`src/rtl/calc2_resp_reorder_if.sv`:
```
// Handshake bundle for one calc2_resp_reorder instance: the request issue
// channel, the out-of-order response port coming back from calc2_top, the
// ordered valid/ready release stream and the status outputs.
interface calc2_resp_reorder_if #(
   parameter int DATA_W = 32,
   parameter int TAG_W  = 2
);
   // request issue channel
   logic              issue_valid;
   logic [TAG_W-1:0]  issue_tag;
   logic              issue_ready;

   // response port from calc2_top (out_respN/out_dataN/out_tagN)
   logic [1:0]        in_resp;
   logic [DATA_W-1:0] in_data;
   logic [TAG_W-1:0]  in_tag;

   // ordered release stream
   logic              o_valid;
   logic              o_ready;
   logic [1:0]        o_resp;
   logic [DATA_W-1:0] o_data;
   logic [TAG_W-1:0]  o_tag;

   // status
   logic [TAG_W:0]    outstanding;
   logic              err_unexpected;

   // Environment side: issues requests, replays calc2_top responses, consumes the stream.
   modport master (
      output issue_valid, issue_tag,
      input  issue_ready,
      output in_resp, in_data, in_tag,
      input  o_valid,
      output o_ready,
      input  o_resp, o_data, o_tag, outstanding, err_unexpected
   );

   // Reorder block side.
   modport slave (
      input  issue_valid, issue_tag,
      output issue_ready,
      input  in_resp, in_data, in_tag,
      output o_valid,
      input  o_ready,
      output o_resp, o_data, o_tag, outstanding, err_unexpected
   );
endinterface

```
`src/rtl/calc2_resp_reorder.sv`:
```
// Per-port response collector for one calc2_top output port.
// Records the order in which tags are issued, parks responses that come back
// early, and releases them in issue order through a single output register.
// A head tag that waits TIMEOUT cycles is released as a timeout response so
// the stream can never stall forever.
module calc2_resp_reorder #(
   parameter int DATA_W  = 32,
   parameter int TAG_W   = 2,
   parameter int TIMEOUT = 64
) (
   input  logic                 c_clk,
   input  logic                 reset,
   calc2_resp_reorder_if.slave  bus
);

   localparam int SLOTS = 2 ** TAG_W;
   localparam int CNT_W = $clog2(TIMEOUT + 1);

   localparam logic [CNT_W-1:0] TMO_LAST = CNT_W'(TIMEOUT - 1);
   localparam logic [CNT_W-1:0] TMO_MAX  = CNT_W'(TIMEOUT);
   localparam logic [TAG_W:0]   OCC_FULL = (TAG_W + 1)'(SLOTS);

   localparam logic [1:0] RESP_NONE = 2'b00;
   localparam logic [1:0] RESP_TMO  = 2'b11;

   typedef logic [TAG_W-1:0] tag_t;

   // Single output register; one struct so it loads and resets as a unit.
   typedef struct packed {
      logic              valid;
      logic [1:0]        resp;
      logic [DATA_W-1:0] data;
      tag_t              tag;
   } out_reg_t;

   // ---------------------------------------------------------------------
   // Storage (payload only; validity lives in the control registers)
   // ---------------------------------------------------------------------
   tag_t              fifo_mem  [SLOTS];
   logic [1:0]        slot_resp [SLOTS];
   logic [DATA_W-1:0] slot_data [SLOTS];

   // ---------------------------------------------------------------------
   // Control state
   // ---------------------------------------------------------------------
   tag_t              rd_ptr_q,     rd_ptr_d;
   tag_t              wr_ptr_q,     wr_ptr_d;
   logic [TAG_W:0]    count_q,      count_d;
   logic [SLOTS-1:0]  pending_q,    pending_d;
   logic [SLOTS-1:0]  slot_valid_q, slot_valid_d;
   logic [CNT_W-1:0]  tmo_cnt_q,    tmo_cnt_d;
   out_reg_t          out_q,        out_d;
   logic              err_q,        err_d;

   // ---------------------------------------------------------------------
   // Decode of the current cycle's events
   // ---------------------------------------------------------------------
   logic fifo_empty;
   logic fifo_full;
   tag_t head_tag;
   logic head_ready;
   logic rel_allowed;
   logic tmo_due;
   logic pop_ok;
   logic pop_tmo;
   logic pop;
   logic issue_ready;
   logic push;
   logic resp_seen;
   logic capture;

   assign fifo_empty = (count_q == '0);
   assign fifo_full  = (count_q == OCC_FULL);
   assign head_tag   = fifo_mem[rd_ptr_q];
   assign head_ready = slot_valid_q[head_tag];

   // The output register can take a new response when it is empty or being drained.
   assign rel_allowed = !fifo_empty && (!out_q.valid || bus.o_ready);

   // The count is about to reach TIMEOUT this cycle (or already sits there while stalled).
   assign tmo_due = !fifo_empty && !head_ready && (tmo_cnt_q >= TMO_LAST);

   assign pop_ok  = rel_allowed && head_ready;
   assign pop_tmo = rel_allowed && tmo_due;
   assign pop     = pop_ok || pop_tmo;

   // Issue acceptance looks only at registered state; a same-cycle pop frees nothing.
   assign issue_ready = !fifo_full && !pending_q[bus.issue_tag];
   assign push        = bus.issue_valid && issue_ready;

   // A response is kept only for a pending tag with an empty slot; a response for the
   // head that collides with its own timeout release loses and is flagged.
   assign resp_seen = (bus.in_resp != RESP_NONE);
   assign capture   = resp_seen
                      && pending_q[bus.in_tag]
                      && !slot_valid_q[bus.in_tag]
                      && !(pop_tmo && (bus.in_tag == head_tag));

   // Next-state logic for pointers, occupancy, per-tag bits, timeout and output register.
   always_comb begin
      // NOTE: every variable gets its default first so no path leaves one unassigned (no latches).
      rd_ptr_d     = rd_ptr_q;
      wr_ptr_d     = wr_ptr_q;
      count_d      = count_q;
      pending_d    = pending_q;
      slot_valid_d = slot_valid_q;
      tmo_cnt_d    = tmo_cnt_q;
      out_d        = out_q;
      err_d        = resp_seen && !capture;

      if (push) begin
         wr_ptr_d                 = wr_ptr_q + tag_t'(1);
         pending_d[bus.issue_tag] = 1'b1;
      end

      if (capture) begin
         slot_valid_d[bus.in_tag] = 1'b1;
      end

      // Pop last: the head tag can never be the pushed tag (it is pending), and it can
      // only match a captured tag in the timeout-collision case, which capture excludes.
      if (pop) begin
         rd_ptr_d               = rd_ptr_q + tag_t'(1);
         pending_d[head_tag]    = 1'b0;
         slot_valid_d[head_tag] = 1'b0;
      end

      unique case ({push, pop})
         2'b10:   count_d = count_q + (TAG_W + 1)'(1);
         2'b01:   count_d = count_q - (TAG_W + 1)'(1);
         default: count_d = count_q;
      endcase

      // Time the head's wait; saturate at TIMEOUT while the output is stalled.
      if (pop) begin
         tmo_cnt_d = '0;
      end else if (!fifo_empty && !head_ready && (tmo_cnt_q != TMO_MAX)) begin
         tmo_cnt_d = tmo_cnt_q + CNT_W'(1);
      end

      if (pop) begin
         out_d.valid = 1'b1;
         out_d.resp  = pop_ok ? slot_resp[head_tag] : RESP_TMO;
         out_d.data  = pop_ok ? slot_data[head_tag] : '0;
         out_d.tag   = head_tag;
      end else if (bus.o_ready) begin
         out_d.valid = 1'b0;
      end
   end

   // Control registers: asynchronous reset discards every parked response.
   always_ff @(posedge c_clk or negedge reset) begin
      if (!reset) begin
         rd_ptr_q     <= '0;
         wr_ptr_q     <= '0;
         count_q      <= '0;
         pending_q    <= '0;
         slot_valid_q <= '0;
         tmo_cnt_q    <= '0;
         out_q        <= '0;
         err_q        <= 1'b0;
      end else begin
         // NOTE: non-blocking assignments so every register samples pre-edge values.
         rd_ptr_q     <= rd_ptr_d;
         wr_ptr_q     <= wr_ptr_d;
         count_q      <= count_d;
         pending_q    <= pending_d;
         slot_valid_q <= slot_valid_d;
         tmo_cnt_q    <= tmo_cnt_d;
         out_q        <= out_d;
         err_q        <= err_d;
      end
   end

   // Payload storage writes: issued tags into the order FIFO, responses into their slots.
   // NOTE: storage arrays have no reset; count/pending/slot_valid gate every read of them.
   always_ff @(posedge c_clk) begin
      if (push) begin
         fifo_mem[wr_ptr_q] <= bus.issue_tag;
      end
      if (capture) begin
         slot_resp[bus.in_tag] <= bus.in_resp;
         slot_data[bus.in_tag] <= bus.in_data;
      end
   end

   assign bus.issue_ready    = issue_ready;
   assign bus.o_valid        = out_q.valid;
   assign bus.o_resp         = out_q.resp;
   assign bus.o_data         = out_q.data;
   assign bus.o_tag          = out_q.tag;
   assign bus.outstanding    = count_q;
   assign bus.err_unexpected = err_q;

endmodule

```
`src/flat_wrapper.sv`:
```
// flat-port wrapper written by rule: the top's interface ports become plain ports
module calc2_resp_reorder_flat 
#(
   parameter int DATA_W  = 32,
   parameter int TAG_W   = 2,
   parameter int TIMEOUT = 64
)
  (c_clk, reset, bus_issue_valid, bus_issue_tag, bus_issue_ready, bus_in_resp, bus_in_data, bus_in_tag, bus_o_valid, bus_o_ready, bus_o_resp, bus_o_data, bus_o_tag, bus_outstanding, bus_err_unexpected);
  calc2_resp_reorder_if #(.DATA_W(DATA_W), .TAG_W(TAG_W)) bus_i ();
  input  logic c_clk;
  input  logic reset;
  input wire logic [$bits(bus_i.issue_valid)-1:0] bus_issue_valid;
  input wire logic [$bits(bus_i.issue_tag)-1:0] bus_issue_tag;
  output wire logic [$bits(bus_i.issue_ready)-1:0] bus_issue_ready;
  input wire logic [$bits(bus_i.in_resp)-1:0] bus_in_resp;
  input wire logic [$bits(bus_i.in_data)-1:0] bus_in_data;
  input wire logic [$bits(bus_i.in_tag)-1:0] bus_in_tag;
  output wire logic [$bits(bus_i.o_valid)-1:0] bus_o_valid;
  input wire logic [$bits(bus_i.o_ready)-1:0] bus_o_ready;
  output wire logic [$bits(bus_i.o_resp)-1:0] bus_o_resp;
  output wire logic [$bits(bus_i.o_data)-1:0] bus_o_data;
  output wire logic [$bits(bus_i.o_tag)-1:0] bus_o_tag;
  output wire logic [$bits(bus_i.outstanding)-1:0] bus_outstanding;
  output wire logic [$bits(bus_i.err_unexpected)-1:0] bus_err_unexpected;
  assign bus_i.issue_valid = bus_issue_valid;
  assign bus_i.issue_tag = bus_issue_tag;
  assign bus_issue_ready = bus_i.issue_ready;
  assign bus_i.in_resp = bus_in_resp;
  assign bus_i.in_data = bus_in_data;
  assign bus_i.in_tag = bus_in_tag;
  assign bus_o_valid = bus_i.o_valid;
  assign bus_i.o_ready = bus_o_ready;
  assign bus_o_resp = bus_i.o_resp;
  assign bus_o_data = bus_i.o_data;
  assign bus_o_tag = bus_i.o_tag;
  assign bus_outstanding = bus_i.outstanding;
  assign bus_err_unexpected = bus_i.err_unexpected;
  calc2_resp_reorder #(.DATA_W(DATA_W), .TAG_W(TAG_W), .TIMEOUT(TIMEOUT)) u_core (.c_clk(c_clk), .reset(reset), .bus(bus_i));
endmodule
```
`config.mk`:
```
export PLATFORM = sky130hd
export DESIGN_NAME = calc2_resp_reorder_flat
export DESIGN_NICKNAME = d
export VERILOG_FILES = /design/src/rtl/calc2_resp_reorder_if.sv /design/src/rtl/calc2_resp_reorder.sv /design/src/flat_wrapper.sv
export SDC_FILE = /design/constraint.sdc
export NUM_CORES = 1
export LEC_CHECK = 0
export ABC_CLOCK_PERIOD_IN_PS = 14100
export CORE_MARGIN = 2
export CORE_UTILIZATION = 61
export DETAILED_ROUTE_END_ITERATION = 8
export PLACE_DENSITY = 0.95
export SETUP_SLACK_MARGIN = 0.05
export SLEW_MARGIN = 20
export SYNTH_ARGS = -nofsm -noshare
export SYNTH_HDL_FRONTEND = slang
export SYNTH_SLANG_ARGS = --single-unit
```
`constraint.sdc`:
```
create_clock -name c_clk -period 14.1 [get_ports c_clk]
set_input_delay 3.525 -clock c_clk [delete_from_list [all_inputs] [get_ports c_clk]]
set_output_delay 3.525 -clock c_clk [all_outputs]
set_load 0.1 [all_outputs]
```
==> Word-level counts from Yosys, hierarchy flattened <==
Memory sizes are Yosys's and may differ from the RTL's.
Cells that the tools add are included.
{ "totals": {"regBits": 60, "mem_bits_rw": 144, "in_bits": 42, "output_inout_bits": 42, "wordCells": 96, "mem_count": 3} }
{ "memory_table": {"columns": ["memory", "depth", "word_bits", "rd", "rd_clocked_by_memory_dff", "write_ports", "line", "text"], "rows": [
  ["u_core.slot_data", 4, 32, 1, 0, 1, "calc2_resp_reorder.sv:41", "logic [DATA_W-1:0] slot_data [SLOTS];"],
  ["u_core.fifo_mem", 4, 2, 1, 0, 1, "calc2_resp_reorder.sv:39", "tag_t fifo_mem [SLOTS];"],
  ["u_core.slot_resp", 4, 2, 1, 0, 1, "calc2_resp_reorder.sv:40", "logic [1:0] slot_resp [SLOTS];"]
]} }
{ "classes": {"add_sub_neg": 5, "magnitude_cmp": 7, "eq_ne": 5, "n_mux": 29, "bitwise": 5, "n_reduce_logical": 31} }
{ "ops": {"columns": ["cell", "n"], "rows": [
  ["32-bit two-way mux", 1],
  ["1-bit logical AND", 16],
  ["4-bit two-way mux", 4],
  ["7-bit two-way mux", 2],
  ["1-bit two-way mux", 13],
  ["2-bit by 3-bit < comparator with 1-bit output, second input constant", 3],
  ["4-bit AND", 2],
  ["1-bit binary-select mux with 2-bit select", 4],
  ["1-bit zero test", 8],
  ["4-bit bitwise OR", 2],
  ["2-bit nonzero test", 4],
  ["7-bit by 1-bit adder with 7-bit output, second input constant", 1],
  ["7-bit by 6-bit >= comparator with 1-bit output, second input constant", 1],
  ["7-bit inequality test, second input constant", 1],
  ["1-bit demux with 2-bit select", 3],
  ["2-bit by 1-bit >= comparator with 1-bit output, second input constant", 3],
  ["3-bit case mux with 2 select lines", 1],
  ["2-bit by 1-bit adder with 2-bit output, second input constant", 2],
  ["4-bit inverter", 1],
  ["3-bit by 1-bit adder with 3-bit output, second input constant", 1],
  ["3-bit == test, second input constant", 1],
  ["3-bit zero test", 1],
  ["3-bit by 1-bit subtractor with 3-bit output, second input constant", 1],
  ["2-bit by 1-bit == test with 1-bit output, second input constant", 1],
  ["other kinds (4)", 5]
]} }

==> Depth between registers and ports, before layout <==
An unclocked memory read counts as a cell.
{ "depth": {"ltp_word": 13, "mapped_depth": 12, "ltp_nobuf": 11} }

==> Least setup slack after synthesis <==
OpenSTA, ideal clock, no wires.
{ "synth_path": {"path_kind": "input to output", "start": "input port bus_issue_tag[0]", "end": "output port bus_issue_ready", "arrival_time_ps": 5307, "required_time_ps": 10575, "path_slack_ps": 5268, "stages": 2, "path_buffers": 0, "path_cell_list": "mux4_2 nor2_1"} }
{ "synth_via": {"elab_chain_cells": 4} }
{ "synth_lines": {"columns": ["element", "line", "text"], "rows": [
  ["from (decl)", "flat_wrapper.sv:13", "input wire logic [$bits(bus_i.issue_tag)-1:0] bus_issue_tag;"],
  ["1-bit binary-select mux with 2-bit select", "calc2_resp_reorder.sv:88", "assign issue_ready = !fifo_full && !pending_q[bus.issue_tag];"],
  ["1-bit two-way mux (not written as such)", "calc2_resp_reorder.sv:88", null],
  ["1-bit zero test", "calc2_resp_reorder.sv:88", null],
  ["1-bit logical AND", "calc2_resp_reorder.sv:88", null],
  ["to (decl)", "flat_wrapper.sv:14", "output wire logic [$bits(bus_i.issue_ready)-1:0] bus_issue_ready;"]
]} }
Every way passes these cells. The select of a mux whose other input is x is not followed.

==> Final worst setup path <==
Same ends and word-level chain as after synthesis.

==> impl_metrics.json <==
{
  "cap_viol_max_count": 0,
  "antenna_violations_before_repair": 0,
  "floorplan.die.height_um": 119.5,
  "place.port_buffers": 83,
  "drtPass1Iterations": 5,
  "leading_cell_type_in_the_layout_fill_and_taps_excluded": "edfxtp_1",
  "synth_nets": 550,
  "multi_input_area_um2": 2217,
  "setup.worst_path.start_class": "input port",
  "timing.hold.worst.class": "flip-flop to flip-flop",
  "mostFrequentLayoutCells": "edfxtp_1 (144), clkdlybuf4s50_1 (82), nand2_1 (70)",
  "post_synth_arst_share_pct": 29.41,
  "postCtsSetupRepairBufs": 0,
  "synth_area_um2": 8135,
  "grt_max_degree": 71,
  "critical-path-top-cell-by-count": "clkdlybuf4s50_1",
  "fillerInstances": 736,
  "critical_path.cell_chain": "clkdlybuf4s50_1 > mux4_2 > nor2_1 > clkdlybuf4s50_1",
  "final_hold_violation_count": 0,
  "post_synth_mux_area_share_pct": 11.27,
  "count_of_nets_left_with_antenna_violations_after_detail_routing": 0,
  "finClkSkew_ns": 0.01219,
  "place.gp.congestion": 0.8555,
  "cts_tree": "done",
  "seqCellArea_um2": 5826,
  "final.period_utilization_pct": 67.48,
  "pin_slew_with_the_least_headroom_to_its_limit_ns": 0.9927,
  "overall_overflow_remaining_after_global_route": 0,
  "detail_route.iter0.violations": 499,
  "drc_violations_left": 0,
  "cts_buffer_depth": 3,
  "chipWidth_um": 119.5,
  "ys.flop_type": "edfxtp_1",
  "yosys.area_share.simple_pct": 7.475,
  "post_synthesis_share_of_cell_area_spent_on_full_adders_half_adders_and_majority_gates_pct": 1.323,
  "final-setup-viol-count": 0,
  "grt_first_pass_wirelength_mm": 26.22,
  "outcome": "completed",
  "synth-xor-area-share_pct": 0.8613,
  "worstPathRequired_ns": 10.57,
  "post_cts_resize_count": 0,
  "tritoncts.num_buffers": 20,
  "initial_core_util_pct": 61.92,
  "ctsRootBufferMaster": "clkbuf_16",
  "cp.buffers_inverters": 2,
  "design.die.area_um2": 14280,
  "critical_path_class": "input port to output pin",
  "endpoint_kind": "output pin",
  "rsz0062_at_grt": "false",
  "critPathSlowestCell": "clkdlybuf4s50_1",
  "route.vias.total": 4765,
  "max_freq_mhz": 105.1,
  "yosys_register_bits": 204,
  "timing.final.crit_period_ns": 9.515,
  "dpl.hpwl_mm": 9.865,
  "final_net_count": 640,
  "ctsHoldBuffers": 0,
  "placementRows": 42,
  "routed_wire_length_per_instance_um": 21.21,
  "route.final.wire_length_mm": 16.54,
  "synthDistinctLibCells": 51,
  "main_combinational_cell_family_by_area_after_synthesis": "multiplexers",
  "synth-edff-count": 144,
  "core_area_um2": 13140,
  "final-max-slew-violation-count": 0,
  "synthesis.instances": 500,
  "worstPathArrival_ns": 5.99,
  "fin_setup_tns_ns": 0,
  "worst_path_dominant_cell_family": "buffers and inverters",
  "dr_vias_cell": 6.109,
  "ys_seq_area_share_pct": 71.61,
  "clock_latency_ns": 0.50,
  "timing.critical_path.slowest_cell_delay_ns": 1.14,
  "path_clk_slew_ns": 0.06,
  "ratio_of_cells_with_drive_above_1_in_the_final_layout_pct": 13.74,
  "yosysWarningCount": 0,
  "grt_pass1_vias": 4918,
  "globalRouteTotalUtil_pct": 23.82,
  "htree_levels": 1,
  "synth_compound_gate_area_share_pct": 5.906,
  "syn_area_per_cell_um2": 16.27,
  "fin_util_pct": 74.59,
  "antennaDiodeCount": 0,
  "cts.sinks": 204,
  "crit_fanout": 8,
  "io_pins": 84,
  "area.growth.synth_to_final_pct": 20.46,
  "slew_headroom_pct": 33.61
}
[metal layers]
layer / track usage [%] / up-vias / wire [um]
li1: - / 2102 / -
met1: 32.53 / 2365 / 6463
met2: 39.93 / 248 / 8421
met3: 4.598 / 50 / 1247
met4: 6.618 / 0 / 410
met5: 0 / - / 0
[final timing paths]
check / start / to / slack, ns / cells after the start
min in group asynchronous: reset / u_core.tmo_cnt_q[5] / 3.21 / 2
max in group asynchronous: reset / u_core.bus.o_data[27] / 10.38 / 2
max reg2reg: u_core.rd_ptr_q[0] / u_core.bus.outstanding[2] / 10.19 / 10
min: u_core.bus.o_data[28] / u_core.bus.o_data[28] / 0.53 / 2
max: bus_issue_tag[0] / bus_issue_ready / 4.58 / 4
min reg2reg: u_core.bus.o_data[28] / u_core.bus.o_data[28] / 0.53 / 2
[cell usage after synthesis (all sizes together), types with 5 or more instances]
cell	n	share of area, %
clkbuf	14	0.65
edfxtp	144	53
dfrtp	60	18
nand2	70	3.2
o21a	10	0.92
ha	7	1.1
o21ai	41	2.5
nor3	9	0.55
buf	7	0.49
mux4	37	10
a21oi	6	0.37
xnor2	5	0.54
and2	5	0.38
nor2	16	0.74
nor3b	5	0.52
inv	9	0.42
[registers in the layout, indices dropped and copies added, names as in the netlist]
| signal | flops |
|---|---|
| u_core.slot_data | 128 |
| u_core.bus.o_data | 32 |
| u_core.fifo_mem | 8 |
| u_core.slot_resp | 8 |
| u_core.tmo_cnt_q | 7 |
| u_core.pending_q | 4 |
| u_core.slot_valid_q | 4 |
| u_core.bus.outstanding | 3 |
| u_core.bus.o_resp | 2 |
| u_core.bus.o_tag | 2 |
| u_core.rd_ptr_q | 2 |
| u_core.wr_ptr_q | 2 |
| u_core.bus.err_unexpected | 1 |
| u_core.bus.o_valid | 1 |
[cells by family after synthesis]
group | Yosys count
fa+ha+maj | 8
compound gates | 77
flops | 204
mux | 43
buf+inv | 30
xor+xnor | 8
simple gates | 130
[stage by stage]
stage                     setup slack [ns]  hold slack [ns]  instance area [um2]  std cells
final                                4.585           0.5250                 9799        780
after global routing                 4.530           0.5519                 9799        780
after CTS                            4.573           0.5315                 9799        780
after detailed placement             4.578           0.5194                 9168        744
after global placement               4.643           0.5086                 9168        744
after floorplan                      5.268           0.4737                 8135        500
[final cells by class]
type	instances	area share, %
clock buffers	29	5.758
clock inverters	7	0.6895
inverters	9	0.3447
multi-input cells	266	22.63
flip-flops and latches	204	59.45
well taps	176	2.247
repair buffers	89	8.887
[worst register-to-register path: stages, from the launching register on]
cell and delay (ns):
dfrtp_1 0.46, mux4_4 1.06, mux2_2 0.49, o2bb2ai_4 0.15, nor2_1 0.37, inv_1 0.24
ha_1 0.29, fa_1 0.38, xnor2_1 0.13, nor2_1 0.11, xor2_1 0.15
Power is left out: the tool's default activity adds up to more than one toggle a clock period on the data nets, which glitch-free logic cannot reach.
